`config.mk`:
```
export PLATFORM = sky130hd
export DESIGN_NAME = puzzle_board_writer
export DESIGN_NICKNAME = d
export VERILOG_FILES = /design/src/rtl/puzzle_pkg.sv /design/src/rtl/btn_debounce.sv /design/src/rtl/puzzle_board_writer.sv
export SDC_FILE = /design/constraint.sdc
export NUM_CORES = 1
export LEC_CHECK = 0
export BUFFER_PORTS_ARGS = -buffer_cell sky130_fd_sc_hd__buf_2
export CAP_MARGIN = 30
export CORE_ASPECT_RATIO = 1.2
export CORE_MARGIN = 4
export CORE_UTILIZATION = 55
export CTS_CLUSTER_SIZE = 14
export DETAILED_ROUTE_END_ITERATION = 10
export PLACE_DENSITY = 0.76
export SLEW_MARGIN = 20
export SYNTH_ARGS = -nofsm -noshare
export SYNTH_HDL_FRONTEND = slang
export SYNTH_SLANG_ARGS = --single-unit
```
`constraint.sdc`:
```
create_clock -name clk -period 3.7 [get_ports clk]
set_input_delay 0.555 -clock clk [delete_from_list [all_inputs] [get_ports clk]]
set_output_delay 0.555 -clock clk [all_outputs]
set_load 0.1 [all_outputs]
```
`src/rtl/puzzle_pkg.sv`:
```
`timescale 1ns/1ps
// Shared tile codes, direction/state types and move helpers for the 3x3 puzzle writer.
package puzzle_pkg;

  localparam logic [3:0] TILE_BLANK = 4'hB;

  typedef enum logic [1:0] {
    DIR_UP    = 2'd0,
    DIR_DOWN  = 2'd1,
    DIR_LEFT  = 2'd2,
    DIR_RIGHT = 2'd3
  } dir_t;

  typedef enum logic {
    ST_IDLE    = 1'b0,
    ST_SHUFFLE = 1'b1
  } state_t;

  // Entry n is slot n (row n/3, col n%3).
  typedef logic [8:0][3:0] board_t;

  localparam board_t SOLVED_BOARD = {TILE_BLANK, 4'd8, 4'd7, 4'd6, 4'd5,
                                     4'd4, 4'd3, 4'd2, 4'd1};

  function automatic logic legal_move(input logic [3:0] pos, input dir_t dir);
    logic [3:0] row;
    logic [3:0] col;
    logic       ok;
    row = pos / 4'd3;
    col = pos % 4'd3;
    case (dir)
      DIR_UP:   ok = (row != 4'd0);
      DIR_DOWN: ok = (row < 4'd2);
      DIR_LEFT: ok = (col != 4'd0);
      default:  ok = (col < 4'd2);
    endcase
    return ok;
  endfunction

  function automatic logic [3:0] neighbour(input logic [3:0] pos, input dir_t dir);
    logic [3:0] nb;
    case (dir)
      DIR_UP:   nb = pos - 4'd3;
      DIR_DOWN: nb = pos + 4'd3;
      DIR_LEFT: nb = pos - 4'd1;
      default:  nb = pos + 4'd1;
    endcase
    return nb;
  endfunction

  function automatic dir_t inverse_dir(input dir_t dir);
    dir_t inv;
    case (dir)
      DIR_UP:   inv = DIR_DOWN;
      DIR_DOWN: inv = DIR_UP;
      DIR_LEFT: inv = DIR_RIGHT;
      default:  inv = DIR_LEFT;
    endcase
    return inv;
  endfunction

endpackage

```
`src/rtl/btn_debounce.sv`:
```
`timescale 1ns/1ps
// Raw button -> 2-FF synchronizer -> stability counter -> one-cycle pulse on the
// rising edge of the debounced level.
module btn_debounce #(
  parameter int DEBOUNCE_CYCLES = 1000000,
  parameter int CNT_W           = 20
) (
  input  logic clk,
  input  logic clr_n,
  input  logic btn,
  output logic pulse
);

  logic             sync1;
  logic             sync2;
  logic             stable;
  logic             stable_q;
  logic [CNT_W-1:0] cnt;

  // NOTE: sequential state uses non-blocking assignments so every register
  // samples the pre-edge value of the others (sync1 -> sync2 is a true 2-FF chain).
  always_ff @(posedge clk or negedge clr_n) begin
    if (!clr_n) begin
      sync1    <= 1'b0;
      sync2    <= 1'b0;
      stable   <= 1'b0;
      stable_q <= 1'b0;
      cnt      <= '0;
      pulse    <= 1'b0;
    end else begin
      sync1    <= btn;
      sync2    <= sync1;
      stable_q <= stable;
      pulse    <= stable & ~stable_q;
      if (sync2 == stable) begin
        cnt <= '0;
      end else if (cnt == CNT_W'(DEBOUNCE_CYCLES - 1)) begin
        stable <= sync2;
        cnt    <= '0;
      end else begin
        cnt <= cnt + 1'b1;
      end
    end
  end

endmodule

```
`src/rtl/puzzle_board_writer.sv`:
```
`timescale 1ns/1ps
// Writer side of the 3x3 sliding puzzle: debounced moves, LFSR scramble, packed rows.
// Optional one-level undo (btn_undo) is built when PUZZLE_UNDO_EN is defined.
module puzzle_board_writer
  import puzzle_pkg::*;
#(
  parameter int         DEBOUNCE_CYCLES = 1000000,
  parameter int         CNT_W           = 20,
  parameter int         SHUFFLE_STEPS   = 64,
  parameter logic [7:0] LFSR_SEED       = 8'hA5
) (
  input  logic        clk,
  input  logic        clr_n,
  input  logic        btn_up,
  input  logic        btn_down,
  input  logic        btn_left,
  input  logic        btn_right,
  input  logic        btn_shuffle,
`ifdef PUZZLE_UNDO_EN
  input  logic        btn_undo,
`endif
  output logic [11:0] row1,
  output logic [11:0] row2,
  output logic [11:0] row3,
  output logic [3:0]  blank_pos,
  output logic [9:0]  move_count,
  output logic        solved,
  output logic        busy
);

  localparam int STEP_W = $clog2(SHUFFLE_STEPS + 1);
`ifdef PUZZLE_UNDO_EN
  localparam int NBTN = 6;
`else
  localparam int NBTN = 5;
`endif

  logic [NBTN-1:0]   btn_raw;
  logic [NBTN-1:0]   btn_pulse;
  board_t            board;
  state_t            state;
  logic [7:0]        lfsr;
  logic [STEP_W-1:0] step_cnt;
  dir_t              mv_dir;
  logic              do_move;
  logic              user_move;
  logic [3:0]        nb_pos;

`ifdef PUZZLE_UNDO_EN
  logic undo_valid;
  logic undo_move;
  dir_t last_dir;
  assign btn_raw = {btn_undo, btn_shuffle, btn_right, btn_left, btn_down, btn_up};
`else
  assign btn_raw = {btn_shuffle, btn_right, btn_left, btn_down, btn_up};
`endif

  for (genvar i = 0; i < NBTN; i++) begin : g_btn
    btn_debounce #(
      .DEBOUNCE_CYCLES(DEBOUNCE_CYCLES),
      .CNT_W          (CNT_W)
    ) u_db (
      .clk  (clk),
      .clr_n(clr_n),
      .btn  (btn_raw[i]),
      .pulse(btn_pulse[i])
    );
  end

  // NOTE: every signal written here gets a default first, so no path leaves it
  // unassigned and no latch is inferred.
  always_comb begin
    mv_dir    = DIR_UP;
    do_move   = 1'b0;
    user_move = 1'b0;
`ifdef PUZZLE_UNDO_EN
    undo_move = 1'b0;
`endif
    if (state == ST_SHUFFLE) begin
      mv_dir  = dir_t'(lfsr[1:0]);
      do_move = legal_move(blank_pos, mv_dir);
    end else if (!btn_pulse[4]) begin
`ifdef PUZZLE_UNDO_EN
      if (btn_pulse[5]) begin
        mv_dir    = inverse_dir(last_dir);
        do_move   = undo_valid;
        undo_move = undo_valid;
      end else
`endif
      if (|btn_pulse[3:0]) begin
        if (btn_pulse[0])      mv_dir = DIR_UP;
        else if (btn_pulse[1]) mv_dir = DIR_DOWN;
        else if (btn_pulse[2]) mv_dir = DIR_LEFT;
        else                   mv_dir = DIR_RIGHT;
        do_move   = legal_move(blank_pos, mv_dir);
        user_move = do_move;
      end
    end
  end

  assign nb_pos = neighbour(blank_pos, mv_dir);

  // NOTE: the board is nine small registers, not a RAM, so giving it an async
  // reset value is cheap and keeps the invariant true from the first cycle.
  always_ff @(posedge clk or negedge clr_n) begin
    if (!clr_n) begin
      board      <= SOLVED_BOARD;
      blank_pos  <= 4'd8;
      move_count <= '0;
      solved     <= 1'b1;
      busy       <= 1'b0;
      state      <= ST_IDLE;
      step_cnt   <= '0;
      lfsr       <= LFSR_SEED;
`ifdef PUZZLE_UNDO_EN
      undo_valid <= 1'b0;
      last_dir   <= DIR_UP;
`endif
    end else begin
      // Fibonacci taps 8,6,5,4; free-running so button timing adds entropy.
      lfsr   <= {lfsr[6:0], lfsr[7] ^ lfsr[5] ^ lfsr[4] ^ lfsr[3]};
      solved <= (board == SOLVED_BOARD);

      if (do_move) begin
        board[blank_pos] <= board[nb_pos];
        board[nb_pos]    <= TILE_BLANK;
        blank_pos        <= nb_pos;
      end

      case (state)
        ST_IDLE: begin
          if (btn_pulse[4]) begin
            state      <= ST_SHUFFLE;
            busy       <= 1'b1;
            step_cnt   <= STEP_W'(SHUFFLE_STEPS);
            move_count <= '0;
`ifdef PUZZLE_UNDO_EN
            undo_valid <= 1'b0;
`endif
          end else if (user_move) begin
            if (move_count != 10'h3FF) move_count <= move_count + 10'd1;
`ifdef PUZZLE_UNDO_EN
            undo_valid <= 1'b1;
            last_dir   <= mv_dir;
          end else if (undo_move) begin
            if (move_count != 10'd0) move_count <= move_count - 10'd1;
            undo_valid <= 1'b0;
`endif
          end
        end
        default: begin
          step_cnt <= step_cnt - 1'b1;
          if (step_cnt == STEP_W'(1)) begin
            state <= ST_IDLE;
            busy  <= 1'b0;
          end
        end
      endcase
    end
  end

  assign row1 = {board[0], board[1], board[2]};
  assign row2 = {board[3], board[4], board[5]};
  assign row3 = {board[6], board[7], board[8]};

endmodule

```
---- Word level (Yosys, flattened, before mapping) ----
Cells that the tools add are included.
W data, S select, Z words.
word-level totals
  flip-flop bits (word level) ............. 193
  output and inout port bits .............. 52
  logic and storage cells ................. 169
operators by class
  $add $sub $neg .......................... 11
  divide/modulo/power cells ............... 2
  $lt $le $gt $ge ......................... 6
  equality and inequality tests ........... 20
  multiplexer cells ....................... 44
  bitwise gates (word level) .............. 22
  reduce and logical (&&, ||, !) cells .... 18
operator list
  operator                 number
  $mux W20                 10
  $add A20 B1 Y20 const B  5
  $eq A20 B20 Y1 const B   5
  $bwmux W36               1
  $eq A36 B36 Y1 const B   1
  $demux W4 S4             2
  $mux W10                 3
  $or A27 B27 Y27          1
  $bmux W4 S4              1
  $mux W2                  8
  $mux W7                  2
  $mux W4                  3
  $pmux W4 S3              1
  $reduce_and A2 Y1        6
  $mux W1                  11
  $not A1 Y1               11
  $add A10 B1 Y10 const B  1
  $lt A4 B5 Y1 const B     2
  $ne A10 B10 Y1 const B   1
  $and A9 B9 Y9            1
  $not A9 Y9               1
  $ge A4 B1 Y1 const B     2
  $lt A4 B2 Y1 const B     2
  $reduce_bool A4 Y1       2
  other kinds (20)         40

---- Depth between registers and ports, before layout ----
Gate-level depths: netlist (run 1).
  word-level depth ........................ 17
  gate-level depth with buffers ........... 21
  depth with buffers taken out ............ 15

---- By module ----
A second synthesis (run 1) with hierarchy kept.
unflattened totals
  cells, all modules ...................... 952
  area, all modules ....................... 9993.3 um^2
by module, submodules not included
  module               instances  cells each  area an instance (um^2)  seq. area each (um^2)
  btn_debounce         5          111         1171.1                   625.6
  puzzle_board_writer  1          397         4137.7                   1729.2

---- Least setup slack after synthesis (run 1) ----
Ideal clock, no wire load.
  kind .................................... register to register
  start point ............................. register blank_pos[2]
  end point ............................... register move_count[5]
  setup time .............................. 79 ps
  data arrival time ....................... 4338 ps
  required time ........................... 3621 ps
  setup slack ............................. -718 ps
  stages on the path, launching flop included .. 20
  path buffers ............................ 4
  period minus slack after synthesis ...... 4418 ps
  cells stage by stage .................... dfrtp_1 nand2b_1 buf_2 inv_1 ha_1 inv_1 ha_1 buf_2 buf_4 o211ai_1 o21ai_0 ha_1 and3b_1 a211o_1 a31o_2 o2111ai_4 o21ai_2 clkbuf_1 nor4_1 mux2i_1
on the way
  word-level cells in the longest chain between the ends .. 8
ends and longest elaborated chain
  item                                                   RTL line                            RTL
  start: declaration                                     puzzle_board_writer.sv:25           output logic [3:0] blank_pos,
  start signal: assignment                               puzzle_board_writer.sv:127          blank_pos <= nb_pos;
  $mod A4 B2 Y4 / $div A4 B2 Y4 (equally long branches)  puzzle_pkg.sv:30, puzzle_pkg.sv:29
  $lt A4 B2 Y1, or another cell as far along             puzzle_pkg.sv:35                    default: ok = (col < 4'd2);
  $pmux W1 S3 (*)                                        puzzle_pkg.sv:31                    case (dir)
  $mux W1 (*)                                            puzzle_board_writer.sv:90           if (|btn_pulse[3:0]) begin
  $mux W1 (*)                                            puzzle_board_writer.sv:82           end else if (!btn_pulse[4]) begin
  $mux W1 (*)                                            puzzle_board_writer.sv:79           if (state == ST_SHUFFLE) begin
  $reduce_bool A2 Y1 (no line) (*)                       n/a
  $reduce_and A3 Y1 (no line) (*)                        n/a
  end signal: assignment                                 puzzle_board_writer.sv:141          if (move_count != 10'h3FF) move_count <= move_count + 10'd1;
  end: declaration                                       puzzle_board_writer.sv:26           output logic [9:0] move_count,
Mark *: on every way between the ends. The rest lies on a longest branch, timed or not.
A chain may end at the register's enable or synchronous reset.

---- Worst setup path after layout (run 1) ----
  start point ............................. register blank_pos[3]
  end point ............................... register board (netlist bit row3[4])
on the way
  word-level cells in the longest chain between the ends .. 7
ends and longest elaborated chain
  item                                                                   RTL line                    RTL
  parallel branches: the longest is 7 deep, another holds $mod A4 B2 Y4  n/a
  end signal: indexed assignment                                         puzzle_board_writer.sv:125  board[blank_pos] <= board[nb_pos];
  end: declaration                                                       puzzle_board_writer.sv:40   board_t board;
Parallel ways; which one is timed is not known. The select of a mux whose other input is x is not followed.

==> flow_summary.ini, run 1 <==
[global_routing]
grt_pass1_wl_microns = 38000
grt_max_degree = 106
grtUsageTotal_pct = 23.2
grt-ovfl-total = 0
grt_pass1_vias = 7641
antenna_found_initial = 0

[clock_tree]
cts_buffer_depth = 2
cts_tree = built
htree_levels = 4
cts-root-buf = clkbuf_16
clock_sinks = 193
ctsHoldBuffers = 0
clock_latency_ps = 440
numCtsBuffers = 17
cts.reportedPaths.clkPinSlew_ps = 70

[run]
drv_cap = 0

[die]
die_y_microns = 155
die_area_sq_um = 20300
dieWidth_microns = 131
fp-row-count = 53
core_sq_um = 17600
io_pins = 59
initial_core_util_pct = 56.3

[finish]
drive_gt1_share_pct = 19.7
fill_cells = 1432
ff_latch_area_sq_um = 4860
antenna_cells = 0
multi_input_area_sq_um = 4940
final_net_count = 1080
utilization_pct = 65.0
syn_to_final_growth_pct = 15.4

[setup_path]
cp.arrival_ps = 4040
required_ps = 4070
path_buf_inv = 4
cpMaxStageDelayCell = dfstp_4
cp_max_fo = 11
cp_top_family = compound AO/OA/AOI/OAI gates
startpoint_type = flip-flop
crit_chain = nand2b_4, inv_4, ha_4, inv_2, ha_4, o211ai_1, o21ai_1, ha_1, and3b_1, a211o_1, a31o_4, o2111ai_4, o21ai_4, buf_4, clkbuf_16, a21oi_1, a311o_1
crit_type = flip-flop to flip-flop
slowest_delay_ps = 630
critPathCaptureType = flip-flop
cp_common_cell = ha_4

[timing]
min_period_over_period_pct = 99.1
rsz0062_at_grt = true
maxSlewViolCount = 0
setup_violations = 0
max_freq_mhz = 273
hold_slack_ps = 208
relSlewSlack_pct = 44.7
worst_slew_pin_slew_ps = 822
skew_ps = 20.0
fin_crit_ps = 3670
hold_viol_final = 0

[status]
outcome = finished, final reports clean

[worst_hold_path]
hold_path.class = primary input to async pin

[synth]
synth_common_cells = dfrtp_1, nor2_1, nand3_1, xnor2_1, a21oi_1
yosys-top-cells-area = dfrtp_1, dfstp_2, nor2_1
yosysSeqAreaShare_pct = 48.9
mappedNetlistArea_sq_um = 9930
synth_top_cell_by_area = dfrtp_1
yosysMostFrequentCell = dfrtp_1
netlist.area_leader.share_pct = 43.1
synth_ff_type = dfrtp_1
avgSynthCellArea_sq_um = 10.2
synth-async-reset-ratio_pct = 100
yosys_warnings = 0
syn-num-nets = 995
synth_edf_count = 0
syn_inst = 970
synth.distinct_cells = 76
ys_seq_elements = 193

[drt]
remaining_drc_errors = 0
drt-total-wl_microns = 22600
via_per_inst = 6.07
drtIter0Drc = 683
wl_per_cell_microns = 17.6
first_pass_iters = 5
ant_nets = 0
vias = 7821

[power_and_ir_drop]
irDropWorstVdd_v = 0.000327
p_leak_uw = 0.00516
power_uw = 3970
powerDensity_nw_per_um2 = 347

[placement]
io_buffers = 58
routabilityCongestion = 0.881
dp_hpwl_microns = 15500
-- final timing paths --
kind | depth (start not counted) | to | from | slack [ps]
max | 17 | row3[4] | blank_pos[3] | 30
min reg2reg | 0 | g_btn[0].u_db.sync2 | g_btn[0].u_db.sync1 | 350
max in group asynchronous | 2 | lfsr[7] | clr_n | 2620
max reg2reg | 17 | row3[4] | blank_pos[3] | 30
min | 1 | g_btn[2].u_db.cnt[10] | clr_n | 210
min in group clk | 1 | g_btn[3].u_db.sync1 | btn_right | 230
-- state kept, by name (all words and copies together) (netlist names), 4 cells and up --
| name | flops |
|---|---|
| g_btn.u_db.cnt | 100 |
| row1 | 12 |
| row2 | 12 |
| row3 | 12 |
| move_count | 10 |
| lfsr | 8 |
| step_cnt | 7 |
| g_btn.u_db.pulse | 5 |
| g_btn.u_db.stable | 5 |
| g_btn.u_db.stable_q | 5 |
| g_btn.u_db.sync1 | 5 |
| g_btn.u_db.sync2 | 5 |
| blank_pos | 4 |
-- worst register-to-register path, cell delays in order (launching register included) --
cell and delay, ps:
dfstp_4 630, nand2b_4 140, inv_4 50, ha_4 150, inv_2 50, ha_4 160
o211ai_1 90, o21ai_1 100, ha_1 280, and3b_1 180, a211o_1 240, a31o_4 240
o2111ai_4 320, o21ai_4 150, buf_4 190, clkbuf_16 160, a21oi_1 300, a311o_1 180
-- cells in the final DEF (no fill, tap or decap), types with 21 or more instances in the layout --
cell,n
nand4_1,25
xor2_1,48
o211ai_1,22
nor2_1,118
and3_1,46
buf_2,57
a21oi_1,46
dfstp_2,21
nand3_1,66
inv_1,24
xnor2_1,50
dfrtp_1,168
buf_4,38
nand2_1,45
-- kinds of logic (layout without fill, tap and decap cells) --
group / Yosys count / in the layout / share of synthesized area, %
buf+inv: 63 / 161 / 2.80
xor+xnor: 98 / 98 / 8.64
mux: 27 / 27 / 3.89
simple gates: 417 / 417 / 22.4
fa+ha+maj: 18 / 18 / 2.34
flops: 193 / 193 / 48.9
compound gates: 154 / 154 / 11.0
-- per-layer routing --
layer | track usage [%] | part of all wire (%)
met5 | 0 | 0
met4 | 8.23 | 2.7
met3 | 4.84 | 4.9
met2 | 37.1 | 49
met1 | 31.4 | 44
-- power breakdown --
| part | internal (uW) | leakage (uW) | switching, uW |
|---|---|---|---|
| sequential | 2130 | 0.00258 | 14.9 |
| clock | 912 | 0.000266 | 828 |
| combinational | 22.3 | 0.00232 | 68.2 |
| total | 3060 | 0.00516 | 911 |
-- timing repair --
item	CTS	global route
endpoints found under the setup margin	1	42
gates cloned	0	2
gates resized for setup	0	6
pin swaps	1	8
buffers inserted	0	8
-- final cells by class --
type | count | share of cell area, %
Clock buffer | 20 | 3.99
Sequential cell | 193 | 42.5
Tap cell | 220 | 2.40
Timing Repair Buffer | 102 | 6.23
Multi-Input combinational cell | 714 | 43.1
Clock inverter | 12 | 0.874
Inverter | 27 | 0.906
-- through the flow --
stage	setup slack, ps	std cells	setup TNS (ps)	instance area (sq um)
2_1_floorplan	-301	970	-6440	10100
3_3_place_gp	111	1246	0	10800
3_5_place_dp	15.0	1246	0	10800
4_1_cts	5.26	1278	0	11300
5_1_grt	-106	1288	-2180	11500
6_report	32.8	1288	0	11500
No activity file was read; power rests on OpenSTA's default activity.
==> run 2, diff against run 1 <==
--- a/config.mk
+++ b/config.mk
@@ -5,14 +5,15 @@
 export SDC_FILE = /design/constraint.sdc
 export NUM_CORES = 1
 export LEC_CHECK = 0
+export ABC_AREA = 1
 export BUFFER_PORTS_ARGS = -buffer_cell sky130_fd_sc_hd__buf_2
 export CAP_MARGIN = 30
 export CORE_ASPECT_RATIO = 1.2
 export CORE_MARGIN = 4
-export CORE_UTILIZATION = 55
+export CORE_UTILIZATION = 56
 export CTS_CLUSTER_SIZE = 14
 export DETAILED_ROUTE_END_ITERATION = 10
-export PLACE_DENSITY = 0.76
+export PLACE_DENSITY_LB_ADDON = 0.12
 export SLEW_MARGIN = 20
 export SYNTH_ARGS = -nofsm -noshare
 export SYNTH_HDL_FRONTEND = slang
==> run 2 against run 1 <==
Critical path depth is 1 lower; core utilization is 1.2 points lower; maximum frequency is 12% higher; largest power group unchanged.
==> flow_summary.ini, run 2 <==
[status]
outcome = finished, final reports clean

[synth]
avgSynthCellArea_sq_um = 7.83
yosys_warnings = 0
yosys-top-cells-area = dfrtp_1, nand2_1, nand3_1
synth.distinct_cells = 43
synth_compound_area_share_pct = 7.40
synth_common_cells = nand2_1, nor2_1, dfrtp_1, inv_1, nand3_1
synth_edf_count = 0
synth_ff_type = dfrtp_1
syn-num-nets = 1335
syn_inst = 1310
netlist.area_leader.share_pct = 41.7
synth_fa_ha_area_share_pct = 2.27
synthMuxAreaShare_pct = 0.549
synth-async-reset-ratio_pct = 100
yosys.area_share.simple_pct = 30.5
yosysMostFrequentCell = nand2_1
synth_top_cell_by_area = dfrtp_1
synth-xor-area-share_pct = 4.34
ys_seq_elements = 193
mappedNetlistArea_sq_um = 10300
synth_top_family_by_area = simple AND/OR/NAND/NOR gates
yosysSeqAreaShare_pct = 47.3

[die]
core_sq_um = 17800
initial_core_util_pct = 57.7
dieWidth_microns = 132
die_area_sq_um = 20600
fp-row-count = 53
die_y_microns = 156
io_pins = 59

[drt]
first_pass_iters = 5
remaining_drc_errors = 0
vias = 8563
drt-total-wl_microns = 21900
wl_per_cell_microns = 13.7
ant_nets = 0
drtIter0Drc = 554
via_per_inst = 5.34

[global_routing]
met3_usage_pct = 3.73
grt.busiest_layer = met2
grtUsageTotal_pct = 22.3
grt_util_met1_pct = 28.3
antenna_found_initial = 0
grt-ovfl-total = 0
grt_pass1_vias = 8299
grt_pass1_wl_microns = 38400
grtUsageMet2_pct = 38.9
grt_max_degree = 86

[setup_path]
cp.arrival_ps = 3600
critPathCaptureType = flip-flop
reg2reg_from = g_btn[4].u_db.pulse
startpoint_type = flip-flop
crit_type = flip-flop to flip-flop
cp_max_fo = 12
setup.worst_path.start = g_btn[4].u_db.pulse
required_ps = 4010

[timing]
rsz0062_at_grt = false
setup_violations = 0
hold_viol_final = 0
tns_ps = 0
min_period_over_period_pct = 88.8
max_freq_mhz = 304
finalWorstSetupSlack_ps = 413
relSlewSlack_pct = 59.4
skew_ps = 10.6
worst_slew_pin_slew_ps = 609
maxSlewViolCount = 0
fin_crit_ps = 3290

[finish]
final_common_cell = nand2_1
largest_register = g_btn.u_db.cnt
finalNonFillerCells = 1603
final_cell_mix = nand2_1, nor2_1, dfrtp_1, inv_1, nand3_1
syn_to_final_growth_pct = 10.5
antenna_cells = 0
utilization_pct = 63.8
largest_reg_flops = 100
drive_gt1_share_pct = 11.2
final_net_count = 1396

[clock_tree]
cts-root-buf = clkbuf_16
clock_sinks = 193
cts_tree = built
htree_levels = 4
cts.reportedPaths.clkPinSlew_ps = 70
clock_latency_ps = 430
numCtsBuffers = 17
cts_setup_buffers = 0
cts_resized = 0
cts_buffer_depth = 2
ctsHoldBuffers = 0

[power_and_ir_drop]
p_leak_uw = 0.00554
p_clk_share_pct = 44.5
pwr-share-seq_pct = 53.1
power_switching_uw = 880
power_uw = 4030
powerDensity_nw_per_um2 = 356
switching_share_pct = 21.8
p_comb_share_pct = 2.4
irDropWorstVdd_v = 0.000306
intPower_uw = 3150

[run]
drv_cap = 0

[placement]
dpl_worst_slack_ps = 440
dp_cells = 1572
routabilityCongestion = 0.906
io_buffers = 58
dp_hpwl_microns = 15800

[worst_hold_path]
hold_path.class = primary input to async pin
## run 2: final timing paths
kind                       slack (ps)             endpoint  depth (start not counted)
setup / recovery                  410              row1[2]                         16
hold / removal                    130        move_count[4]                          1
setup reg to reg                  410              row1[2]                         16
hold reg to reg                   350  g_btn[4].u_db.sync2                          0
max in group asynchronous        2650              row1[5]                          2
min in group clk                  230  g_btn[4].u_db.sync1                          1
## run 2: area by class of cell
| cell class | instances | area (sq um) |
|---|---|---|
| Multi-Input combinational cell | 923 | 4620 |
| Tap cell | 220 | 275 |
| Sequential cell | 193 | 4860 |
| Clock buffer | 19 | 433 |
| Timing Repair Buffer | 67 | 379 |
| Fill cell | 1603 | 6440 |
| Clock inverter | 12 | 134 |
| Inverter | 169 | 634 |
## run 2: power by group through the flow
stage	registers (uW)	clock network, uW	logic [uW]
2_1_floorplan	2180	0	41.7
3_3_place_gp	2180	0	99.7
3_5_place_dp	2180	0	102
4_1_cts	2140	1840	103
5_1_grt	2140	1940	119
6_report	2140	1790	97.6
## run 2: cell families after synthesis
group	count (synthesis)
mux	5
flops	193
buf+inv	194
xor+xnor	50
simple gates	715
compound gates	135
fa+ha+maj	18
## run 2: metrics by stage
step	instance area (sq um)	hold slack, ps
2_1_floorplan	10300	259
3_3_place_gp	10800	331
3_5_place_dp	10800	337
4_1_cts	11300	170
5_1_grt	11300	190
6_report	11300	134
## run 2: routing by layer
metal	share of wire (%)	wire length (microns)
met2	49	10700
met1	46	10000
met3	3.4	753
met4	2.0	439
met5	0	0
## run 2: critical path, stage by stage, from the launching register on
cell	delay, ps
dfrtp_1	520
nor2_4	180
inv_1	70
o32ai_1	300
xor2_1	280
ha_1	330
nand3_1	100
nand2_1	60
xor2_1	210
xor2_2	280
inv_2	100
o21ai_2	400
nand2_1	100
nand2_1	80
nor2_1	40
nand2_1	80
nand2_1	60
==> run 3, diff against run 2 <==
--- a/config.mk
+++ b/config.mk
@@ -5,12 +5,11 @@
 export SDC_FILE = /design/constraint.sdc
 export NUM_CORES = 1
 export LEC_CHECK = 0
-export ABC_AREA = 1
 export BUFFER_PORTS_ARGS = -buffer_cell sky130_fd_sc_hd__buf_2
 export CAP_MARGIN = 30
 export CORE_ASPECT_RATIO = 1.2
 export CORE_MARGIN = 4
-export CORE_UTILIZATION = 56
+export CORE_UTILIZATION = 55
 export CTS_CLUSTER_SIZE = 14
 export DETAILED_ROUTE_END_ITERATION = 10
 export PLACE_DENSITY_LB_ADDON = 0.12
==> run 3 against run 2 <==
First-iteration DRC count increased by 14%; cell area increased by 1.0%; combinational power decreased by 7.9%; clock power about the same; hold slack improved by 47 ps; clock skew decreased by 0.52 ps; power about the same; global-route usage increased by 0.61 points; die area decreased by 1.4%.
==> flow_summary.ini, run 3 (synthesized netlist as in run 1, its figures left out) <==
[finish]
final_common_cell = dfrtp_1
final_net_count = 1081
drive_gt1_share_pct = 19.7
finalNonFillerCells = 1289
largest_reg_flops = 100
utilization_pct = 64.9
syn_to_final_growth_pct = 15.3
antenna_cells = 0
final_cell_mix = dfrtp_1, nor2_1, nand3_1, buf_2, xnor2_1
largest_register = g_btn.u_db.cnt
stdcell_area_sq_um = 11500

[run]
drv_cap = 0

[clock_tree]
cts-root-buf = clkbuf_16
ctsHoldBuffers = 0
cts_tree = built
cts.reportedPaths.clkPinSlew_ps = 80
clock_latency_ps = 430
clock_sinks = 193
numCtsBuffers = 17
htree_levels = 4
cts_buffer_depth = 2

[timing]
skew_ps = 10.1
fin_crit_ps = 3580
tns_ps = 0
relSlewSlack_pct = 51.0
max_freq_mhz = 279
worst_slew_pin_slew_ps = 729
maxSlewViolCount = 0
hold_viol_final = 0
min_period_over_period_pct = 96.7
setup_violations = 0

[die]
io_pins = 59
initial_core_util_pct = 56.3
die_area_sq_um = 20300
fp-row-count = 53
die_y_microns = 155
dieWidth_microns = 131
core_sq_um = 17600

[power_and_ir_drop]
p_leak_uw = 0.00516
powerDensity_nw_per_um2 = 352
power_uw = 4030
irDropWorstVdd_v = 0.000288

[worst_hold_path]
hold_path.class = primary input to async pin

[drt]
remaining_drc_errors = 0
vias = 7723
via_per_inst = 5.99
ant_nets = 0
drtIter0Drc = 630
drt-total-wl_microns = 22400
first_pass_iters = 6
wl_per_cell_microns = 17.4

[global_routing]
grt_pass1_vias = 7441
grtUsageTotal_pct = 22.9
grt_pass1_wl_microns = 37300
grt_max_degree = 93
antenna_found_initial = 0
grt-ovfl-total = 0

[setup_path]
critPathCaptureType = flip-flop
crit_type = flip-flop to flip-flop
cp_max_fo = 5
cp.arrival_ps = 3880
required_ps = 4000
startpoint_type = flip-flop

[placement]
dpl_cell_area_sq_um = 10800
dp_hpwl_microns = 15700
dp_cells = 1248
io_buffers = 58
routabilityCongestion = 0.903

[status]
outcome = finished, final reports clean
==> run 3: cell count changes in the layout (fill, tap and decap cells not counted), sizes merged, moves of 22 or more <==
| cell | previous run | this run |
|---|---|---|
| and3 | 3 | 46 |
| buf | 66 | 101 |
| inv | 172 | 31 |
| nand2 | 295 | 45 |
| nand3 | 142 | 68 |
| nor2 | 179 | 118 |
| nor3 | 44 | 13 |
| o21ai | 64 | 26 |
| xnor2 | 24 | 50 |
| xor2 | 26 | 48 |
==> run 3: repair_timing <==
action	4_1_cts	5_1_grt
buffers inserted	0	7
setup endpoints to repair	0	41
gates resized for setup	0	10
==> run 3: cell type report <==
cell class,count,area (sq um)
fillers,1448,6190
flip-flops and latches,193,4860
repair buffers,102,671
inverters,27,106
clock buffers,20,457
multi-input cells,715,4960
clock inverters,12,124
well taps,220,275
==> run 3: power breakdown <==
group / internal (uW) / switching [uW]
combinational: 22.4 / 67.5
sequential: 2130 / 15.6
clock: 980 / 820
total: 3130 / 903
==> run 3: final timing paths <==
path / to / depth (start not counted) / startpoint / slack [ps]
min reg2reg: lfsr[7] / 0 / lfsr[6] / 350
min: g_btn[2].u_db.cnt[9] / 1 / clr_n / 180
min in group clk: g_btn[1].u_db.sync1 / 1 / btn_down / 230
max reg2reg: row2[7] / 17 / blank_pos[3] / 120
max: row2[7] / 17 / blank_pos[3] / 120
max in group asynchronous: row3[1] / 2 / clr_n / 2670
==> run 3: metrics by stage <==
| stage | worst slack (ps) | hold WS (ps) |
|---|---|---|
| after floorplan | -301 | 259 |
| after global placement | 149 | 332 |
| after detailed placement | 65.4 | 342 |
| after CTS | 39.5 | 209 |
| after global routing | -30.1 | 210 |
| final | 120 | 181 |
==> run 3: per-layer routing <==
layer  up-vias  wire (microns)  global-route usage, %
met5         -               0                      0
met4         0             499                   8.23
met3        38            1220                   4.53
met2       226           10800                   36.8
met1      3783            9870                   30.9
li1       3676               -                      -
==> run 3: critical path: stages (launching register included) <==
cell       delay (ps)
dfstp_4           620
nand2b_4          130
inv_4              40
ha_4              150
inv_4              50
ha_4              130
o211ai_1           80
o21ai_1           100
ha_1              280
nand2b_4          160
or2_4             250
or3_4             380
o2111ai_4         170
buf_6             170
buf_4             100
o211ai_1           90
and3_1            210
or3b_1            340
